$ cat config.mk
export PLATFORM = sky130hd
export DESIGN_NAME = clk_div_ctrl_flat
export DESIGN_NICKNAME = d
export VERILOG_FILES = /design/src/rtl/clk_div_ctrl_if.sv /design/src/rtl/clk_div_ctrl.sv /design/src/flat_wrapper.sv
export SDC_FILE = /design/constraint.sdc
export NUM_CORES = 1
export LEC_CHECK = 0
export CAP_MARGIN = 20
export CORE_MARGIN = 2
export CORE_UTILIZATION = 46
export DETAILED_ROUTE_END_ITERATION = 16
export HOLD_SLACK_MARGIN = 0.08
export PLACE_DENSITY = 0.82
export SETUP_SLACK_MARGIN = 0.4
export SYNTH_ARGS = -nofsm -noshare
export SYNTH_HDL_FRONTEND = slang
export SYNTH_SLANG_ARGS = --single-unit
export TNS_END_PERCENT = 5
$ cat constraint.sdc
create_clock -name clk -period 2.1 [get_ports clk]
set_clock_uncertainty 0.15 [all_clocks]
set_input_delay 0.42 -clock clk [delete_from_list [all_inputs] [get_ports clk]]
set_output_delay 0.42 -clock clk [all_outputs]
set_load 0.1 [all_outputs]
$ cat src/rtl/clk_div_ctrl_if.sv
// Request channel for the divider sequencer: target ratio offered over valid/ready.
interface clk_div_ctrl_if #(
  parameter int SIZE = 3
);
  logic            req_valid;
  logic            req_ready;
  logic [SIZE-1:0] req_div;

  modport master (output req_valid, output req_div, input req_ready);
  modport slave  (input req_valid, input req_div, output req_ready);
endinterface

$ cat src/rtl/clk_div_ctrl.sv
// Sequencer for the integer-N core clock divider: ramps N one step at a time with a
// settle dwell per step, holds the divider in reset after rst, and forces N_MAX on demand.
module clk_div_ctrl #(
  parameter int SIZE     = 3,
  parameter int N_MIN    = 2,
  parameter int N_MAX    = 7,
  parameter int RESET_N  = 2,
  parameter int SETTLE   = 16,
  parameter int RST_HOLD = 4
) (
  input  logic            clk,
  input  logic            rst,
  clk_div_ctrl_if.slave   req,
  input  logic            force_slow_i,
  input  logic            err_clr_i,
  output logic [SIZE-1:0] div_n_o,
  output logic            div_resetb_o,
  output logic            busy_o,
  output logic            locked_o,
  output logic            err_o
);

  localparam int CNT_MAX = (SETTLE > RST_HOLD) ? SETTLE : RST_HOLD;
  localparam int CNT_W   = $clog2(CNT_MAX + 1);

  localparam logic [CNT_W-1:0] SETTLE_C   = CNT_W'(SETTLE);
  localparam logic [CNT_W-1:0] RST_HOLD_C = CNT_W'(RST_HOLD);
  localparam logic [CNT_W-1:0] CNT_ONE    = CNT_W'(1);
  localparam logic [SIZE-1:0]  N_MIN_C    = SIZE'(N_MIN);
  localparam logic [SIZE-1:0]  N_MAX_C    = SIZE'(N_MAX);
  localparam logic [SIZE-1:0]  RESET_N_C  = SIZE'(RESET_N);
  localparam logic [SIZE-1:0]  N_ONE      = SIZE'(1);

  typedef enum logic [1:0] {S_HOLD, S_SETTLE, S_IDLE, S_STEP} state_t;

  state_t          state_q, state_d;
  logic [CNT_W-1:0] cnt_q, cnt_d;
  logic [SIZE-1:0] div_n_q, div_n_d;
  logic [SIZE-1:0] target_q, target_d;
  logic            div_resetb_q, div_resetb_d;
  logic            err_q, err_d;

  logic [SIZE-1:0] req_clamped;
  logic            clamp_hit;
  logic            xfer;

  // Out-of-range requests are folded into the legal window and flagged.
  always_comb begin
    req_clamped = req.req_div;
    clamp_hit   = 1'b0;
    if (req.req_div < N_MIN_C) begin
      req_clamped = N_MIN_C;
      clamp_hit   = 1'b1;
    end else if (req.req_div > N_MAX_C) begin
      req_clamped = N_MAX_C;
      clamp_hit   = 1'b1;
    end
  end

  assign req.req_ready = (state_q == S_IDLE) && !force_slow_i;
  assign xfer          = req.req_valid && req.req_ready;

  always_comb begin
    state_d      = state_q;
    cnt_d        = cnt_q;
    div_n_d      = div_n_q;
    target_d     = target_q;
    div_resetb_d = div_resetb_q;
    err_d        = err_q;

    if (err_clr_i) err_d = 1'b0;

    unique case (state_q)
      S_HOLD: begin
        div_resetb_d = 1'b0;
        if (cnt_q == CNT_ONE) begin
          state_d      = S_SETTLE;
          cnt_d        = SETTLE_C;
          div_resetb_d = 1'b1;
        end else begin
          cnt_d = cnt_q - CNT_ONE;
        end
      end
      S_SETTLE: begin
        if (cnt_q == CNT_ONE) begin
          state_d = (div_n_q == target_q) ? S_IDLE : S_STEP;
        end else begin
          cnt_d = cnt_q - CNT_ONE;
        end
      end
      S_IDLE: begin
        if (xfer) begin
          target_d = req_clamped;
          if (clamp_hit) err_d = 1'b1;
          if (req_clamped != div_n_q) state_d = S_STEP;
        end
      end
      S_STEP: begin
        div_n_d = (target_q > div_n_q) ? div_n_q + N_ONE : div_n_q - N_ONE;
        state_d = S_SETTLE;
        cnt_d   = SETTLE_C;
      end
      default: state_d = S_HOLD;
    endcase

    // Thermal override: jump straight to the slowest ratio and keep re-arming the dwell.
    if (force_slow_i && (state_q != S_HOLD)) begin
      div_n_d  = N_MAX_C;
      target_d = N_MAX_C;
      state_d  = S_SETTLE;
      cnt_d    = SETTLE_C;
    end
  end

  always_ff @(posedge clk) begin
    if (rst) begin
      state_q      <= S_HOLD;
      cnt_q        <= RST_HOLD_C;
      div_n_q      <= RESET_N_C;
      target_q     <= RESET_N_C;
      div_resetb_q <= 1'b0;
      err_q        <= 1'b0;
    end else begin
      state_q      <= state_d;
      cnt_q        <= cnt_d;
      div_n_q      <= div_n_d;
      target_q     <= target_d;
      div_resetb_q <= div_resetb_d;
      err_q        <= err_d;
    end
  end

  assign div_n_o      = div_n_q;
  assign div_resetb_o = div_resetb_q;
  assign busy_o       = (state_q != S_IDLE);
  assign locked_o     = (state_q == S_IDLE) && (div_n_q == target_q);
  assign err_o        = err_q;

endmodule

$ cat src/flat_wrapper.sv
// flat-port wrapper written by rule: the top's interface ports become plain ports
module clk_div_ctrl_flat 
#(
  parameter int SIZE     = 3,
  parameter int N_MIN    = 2,
  parameter int N_MAX    = 7,
  parameter int RESET_N  = 2,
  parameter int SETTLE   = 16,
  parameter int RST_HOLD = 4
)
  (clk, rst, force_slow_i, err_clr_i, div_n_o, div_resetb_o, busy_o, locked_o, err_o, req_req_valid, req_req_div, req_req_ready);
  clk_div_ctrl_if #(.SIZE(SIZE)) req_i ();
  input  logic clk;
  input  logic rst;
  input  logic force_slow_i;
  input  logic err_clr_i;
  output logic [SIZE-1:0] div_n_o;
  output logic div_resetb_o;
  output logic busy_o;
  output logic locked_o;
  output logic err_o;
  input wire logic [$bits(req_i.req_valid)-1:0] req_req_valid;
  input wire logic [$bits(req_i.req_div)-1:0] req_req_div;
  output wire logic [$bits(req_i.req_ready)-1:0] req_req_ready;
  assign req_i.req_valid = req_req_valid;
  assign req_i.req_div = req_req_div;
  assign req_req_ready = req_i.req_ready;
  clk_div_ctrl #(.SIZE(SIZE), .N_MIN(N_MIN), .N_MAX(N_MAX), .RESET_N(RESET_N), .SETTLE(SETTLE), .RST_HOLD(RST_HOLD)) u_core (.clk(clk), .rst(rst), .req(req_i), .force_slow_i(force_slow_i), .err_clr_i(err_clr_i), .div_n_o(div_n_o), .div_resetb_o(div_resetb_o), .busy_o(busy_o), .locked_o(locked_o), .err_o(err_o));
endmodule
After elaboration in Yosys (flattened, before gate mapping)
Index checks and enable logic that the tools add are counted.
- bits in registers: 15
- word-level logic and storage cells: 78
- add/sub/neg operators: 3
- order comparisons: 3
- equality and inequality tests: 17
- mux-type cells: 26
- reduce and logical (&&, ||, !) cells: 19
- operators by type and width (operator ; count):
    $mux W3 ; 8
    $mux W5 ; 3
    $pmux W5 S3 ; 1
    $ne A3 B1 Y1 const B ; 4
    $mux W1 ; 9
    $mux W2 ; 4
    $ne A2 B1 Y1 const B ; 4
    $pmux W2 S4 ; 1
    $reduce_and A2 Y1 ; 4
    $reduce_and A4 Y1 ; 2
    $reduce_bool A2 Y1 ; 4
    $eq A5 B1 Y1 const B ; 1
    $sub A5 B1 Y5 const B ; 1
    $eq A2 B2 Y1 const B ; 2
    $logic_and A1 B1 Y1 ; 4
    $ne A2 B2 Y1 const B ; 2
    $reduce_bool A4 Y1 ; 1
    $add A3 B1 Y3 const B ; 1
    $eq A3 B3 Y1 ; 1
    $gt A3 B3 Y1 ; 1
    $gt A3 B3 Y1 const B ; 1
    $lt A3 B2 Y1 const B ; 1
    $ne A3 B3 Y1 ; 1
    $ne A3 B3 Y1 const B ; 1
    6 further kinds ; 6

Depth between registers and ports, before layout
Gate-level depths: netlist (run 1).
- depth after elaboration: 8
- depth in mapped cells: 9

Worst setup path after synthesis (run 1)
Ideal clock, no wire load.
- kind: flip-flop to output port
- start: reg u_core.div_n_q[1] (netlist: u_core.div_n_o[1])
- end: out locked_o
- arrival time: 2.846 ns
- data required time: 1.530 ns
- slack: -1.316 ns
- stages on the path, launching flop included: 5
- path through: dfxtp_1 > inv_1 > ha_1 > nand3_1 > nor2_1
- word-level cells in the longest chain between the ends: 2
- ends and longest elaborated chain (item ; line ; RTL):
    start: declaration ; clk_div_ctrl.sv:38 ; logic [SIZE-1:0] div_n_q, div_n_d;
    start signal: assignment ; clk_div_ctrl.sv:126 ; div_n_q <= div_n_d;
    $eq A3 B3 Y1 ; clk_div_ctrl.sv:136 ; assign locked_o = (state_q == S_IDLE) && (div_n_q == target_q);
    $logic_and A1 B1 Y1 ; clk_div_ctrl.sv:136 ;
    end: declaration ; flat_wrapper.sv:20 ; output logic locked_o;
No other way between the ends.

Worst setup path in the final report (run 1)
- start: reg u_core.div_n_q[1] (netlist: u_core.div_n_o[1])
- end: reg u_core.div_n_q[2] (netlist: u_core.div_n_o[2])
- word-level cells in the longest chain between the ends: 4
- ends and longest elaborated chain (item ; line ; RTL):
    $sub A3 B1 Y3, or another cell as far along ; clk_div_ctrl.sv:99 ; div_n_d = (target_q > div_n_q) ? div_n_q + N_ONE : div_n_q - N_ONE;
    $mux W3 * ; clk_div_ctrl.sv:99 ;
    $mux W3 * ; clk_div_ctrl.sv:73 ; unique case (state_q)
    $mux W3 * ; clk_div_ctrl.sv:107 ; if (force_slow_i && (state_q != S_HOLD)) begin
Every way passes the cells marked *; elsewhere a longest branch is shown, timed or not. The select of a mux whose other input is x is not followed.
A chain may end at the register's enable or synchronous reset.

==> flow_summary_export.csv, run 1 <==
group,metric,value,unit
synthesis,ys_ff_latch,15,
die,core_area,1980,sq um
setup_path,worst_setup_path_end_kind,"register",
cells_and_area,fin_nets,169,
placement,routabilityCongestion,0.847,
die,die_height,50.0,microns
die,io_pins,16,
timing,maxSlewHeadroom,67.3,%
drt,drc,0,
timing,grt_setup_unrepaired,"true",
placement,preCtsSetupSlack,-177,ps
timing,fmaxAchievable,449,MHz
clocking,clock_latency,300,ps
synthesis,synth_cells,116,
global_route,first_global_vias,1034,
min_path,min_path_type,"reg2reg",
clocking,ctsHoldBuffers,0,
global_route,grt_pass1_wl,4530,microns
die,dieArea,2500,sq um
synthesis,synth_area_leaders,"dfxtp_1 (31%), ha_1 (12%), inv_1 (4.2%)",
die,dieWidth,50.0,microns
global_route,grt_usage,23.4,%
synthesis,netlist_area,972,sq um
drt,routedWlPerCell,16.3,microns
run_status,status,"complete, but fails checks",
clocking,cts_buffer_depth,2,
global_route,overflow,0,
placement,port-buffer-count,15,
placement,placed_area,1370,sq um
setup_path,worst-setup-path-type,"reg2reg",
setup_path,start_kind,"register",
timing,maxSlewViolCount,0,
cells_and_area,area_growth,61.5,%
synthesis,syn_avg_cell_area,8.38,sq um
die,rows,16,
synthesis,synth_fp_nets,134,
drt,drtIter0Drc,16,
synthesis,netlist-cell-type-count,37,
clocking,cts_tree,"yes",
setup_path,critical_path.top_delay_family,"adder cells",
timing,hold_viol_final,0,
timing,timing.final.ws_setup,-127,ps
clocking,numCtsBuffers,3,
drt,antenna_left,0,
flow_run,maxCapViolCount,0,
cells_and_area,fillers,114,
synthesis,synth_top_area_cell,"dfxtp_1",
timing,period_share,106,%
clocking,clockRootBuffer,"clkbuf_4",
drt,vias_per_cell,5.71,
setup_path,crit_required,2150,ps
cells_and_area,fin_area,1570,sq um
cells_and_area,drive_gt1_share,48.0,%
drt,num_vias,1010,
power,vdd_drop_max,0.944,mV
timing,worst_pin_slew,478,ps
synthesis,synth.top_cell.area_share,30.9,%
power,leakage,0.613,nW
cells_and_area,antennaDiodeCount,0,
timing,fin_crit,2230,ps
clocking,cts.clk_slew.worst_paths,100,ps
power,finalPower,2.26,mW
timing,final-setup-viol-count,2,
run_status,violations,"setup timing",
drt,wirelength,2880,microns
global_route,antenna_found_initial,0,
global_route,grt_max_degree,10,
power,p_per_area,1440,nW/um^2
setup_path,critPathBufInv,1,
setup_path,cp_max_fo,3,
setup_path,cp_slowest_cell,"fa_2",
setup_path,critPathMaxStageDelay,390,ps
placement,dpl.hpwl,1940,microns
die,initial_core_util,49.1,%
cells_and_area,fin_util,79.2,%
setup_path,cp.arrival,2270,ps
drt,drt-pass1-iter-count,4,
setup_path,path_cells,"inv_4 -> ha_4 -> nor2b_1 -> o21a_1 -> o21ai_2 -> fa_2 -> or3_4 -> a21oi_2 -> nor4b_2",
clocking,ctsHtreeMaxLevel,1,
synthesis,ys_seq_area_share,30.9,%
synthesis,yosysWarnings,0,
clocking,cts_sinks,15,
## cells in the final DEF, fill, tap and decap left out, drive strengths merged, types with 2 or more instances in the layout
cell,instances
clkbuf,3
a21oi,5
xnor2,4
nor2,11
a211oi,2
clkdlybuf4s50,6
nor3,6
nor4b,2
nand2,10
ha,9
o31ai,2
buf,26
a31oi,2
mux2i,4
xor2,2
nor2b,2
inv,10
dfxtp,15
o21ai,8
## registers in the layout, indices dropped and copies added (netlist names)
signal / cells
u_core.cnt_q: 5
u_core.div_n_o: 3
u_core.target_q: 3
u_core.state_q: 2
u_core.div_resetb_o: 1
u_core.err_o: 1
## power by group
group / total (mW) / internal, mW / switching (mW)
Clock: 0.182 / 0.0711 / 0.111
Combinational: 1.58 / 0.756 / 0.826
Sequential: 0.501 / 0.386 / 0.115
## synth_stat cells
master / number
nand4_1: 1
inv_1: 11
o21ai_1: 3
nand2_1: 10
a41o_1: 1
nor4_1: 1
nor3b_1: 1
clkbuf_1: 3
a31oi_1: 2
a21oi_1: 5
nand3_1: 1
o211ai_1: 1
or3_1: 1
and2_1: 1
o21bai_2: 1
o21ai_0: 5
dfxtp_1: 15
a32oi_1: 1
xor2_1: 2
nor4b_4: 1
a2111oi_0: 1
nor2b_1: 2
nor2_1: 11
a211oi_1: 2
fa_1: 1
a211o_1: 1
mux2i_1: 4
xnor2_1: 4
o21a_1: 1
nand2b_1: 1
nor3_1: 6
nand3b_2: 1
nor4b_1: 1
ha_1: 9
and3_1: 1
a221oi_1: 1
o31ai_1: 2
## what timing repair did
item	4_1_cts	5_1_grt
setup endpoints to repair	13	12
resized for setup	24	11
buffers inserted	2	1
hold endpoints to repair	0	0
pin swaps	11	14
## worst min-delay path: cells and delay by family (launching register included)
family / cells / cell delay (ps)
AO/OA/AOI/OAI: 1 / 60
flip-flops: 1 / 340
AND/OR/NAND/NOR: 1 / 70
## logic make-up (layout without fill, tap and decap cells)
family,count (synthesis),count (layout),synth area share [%]
and+or+nand+nor,40,40,22.1
AOI/OAI and AO/OA,27,27,18.4
DFF,15,15,30.9
buffers and inverters,14,48,5.41
adders and majority gates,10,10,13.6
xor gates and xnor gates,6,6,5.41
muxes,4,4,4.12
## stage by stage
step / cells / setup TNS [ps] / hold slack (ps)
6_report: 177 / -143 / 356
5_1_grt: 177 / -278 / 401
4_1_cts: 176 / -115 / 341
3_5_place_dp: 170 / -343 / 324
3_3_place_gp: 170 / -134 / 325
2_1_floorplan: 116 / -1550 / 309
## area by class of cell
type                    instances  area, sq um  share of cell area [%]
multi-input cells              87          790                    50.3
inverters                      11         50.0                    3.19
clock buffers                   3         22.5                    1.43
clock inverters                 1         5.00                   0.319
repair buffers                 33          343                    21.8
flip-flops and latches         15          327                    20.8
well taps                      27         33.8                    2.15
## final timing paths
kind / start / end / slack (ps) / cells after the start
hold reg to reg: u_core.err_o / u_core.err_o / 360 / 2
setup / recovery: u_core.div_n_o[1] / u_core.div_n_o[2] / -130 / 9
setup reg to reg: u_core.div_n_o[1] / u_core.div_n_o[2] / -130 / 9
hold / removal: u_core.err_o / u_core.err_o / 360 / 2
## routing by layer
layer | vias to the layer above | share of wire [%] | GRT usage [%]
li1 | 481 | - | -
met1 | 492 | 40 | 25.8
met2 | 32 | 56 | 46.4
met3 | 5 | 3.6 | 2.12
met4 | 0 | 1.1 | 6.48
met5 | - | 0 | 0
Power figures use the tool's default switching activity.
==> run 2: changes to the inputs <==
--- a/config.mk
+++ b/config.mk
@@ -9,7 +9,6 @@
 export CORE_MARGIN = 2
 export CORE_UTILIZATION = 46
 export DETAILED_ROUTE_END_ITERATION = 16
-export HOLD_SLACK_MARGIN = 0.08
 export PLACE_DENSITY = 0.82
 export SETUP_SLACK_MARGIN = 0.4
 export SYNTH_ARGS = -nofsm -noshare
==> results of run 2 <==
Same layout as run 1: the final DEF is identical, and so are final timing and power.
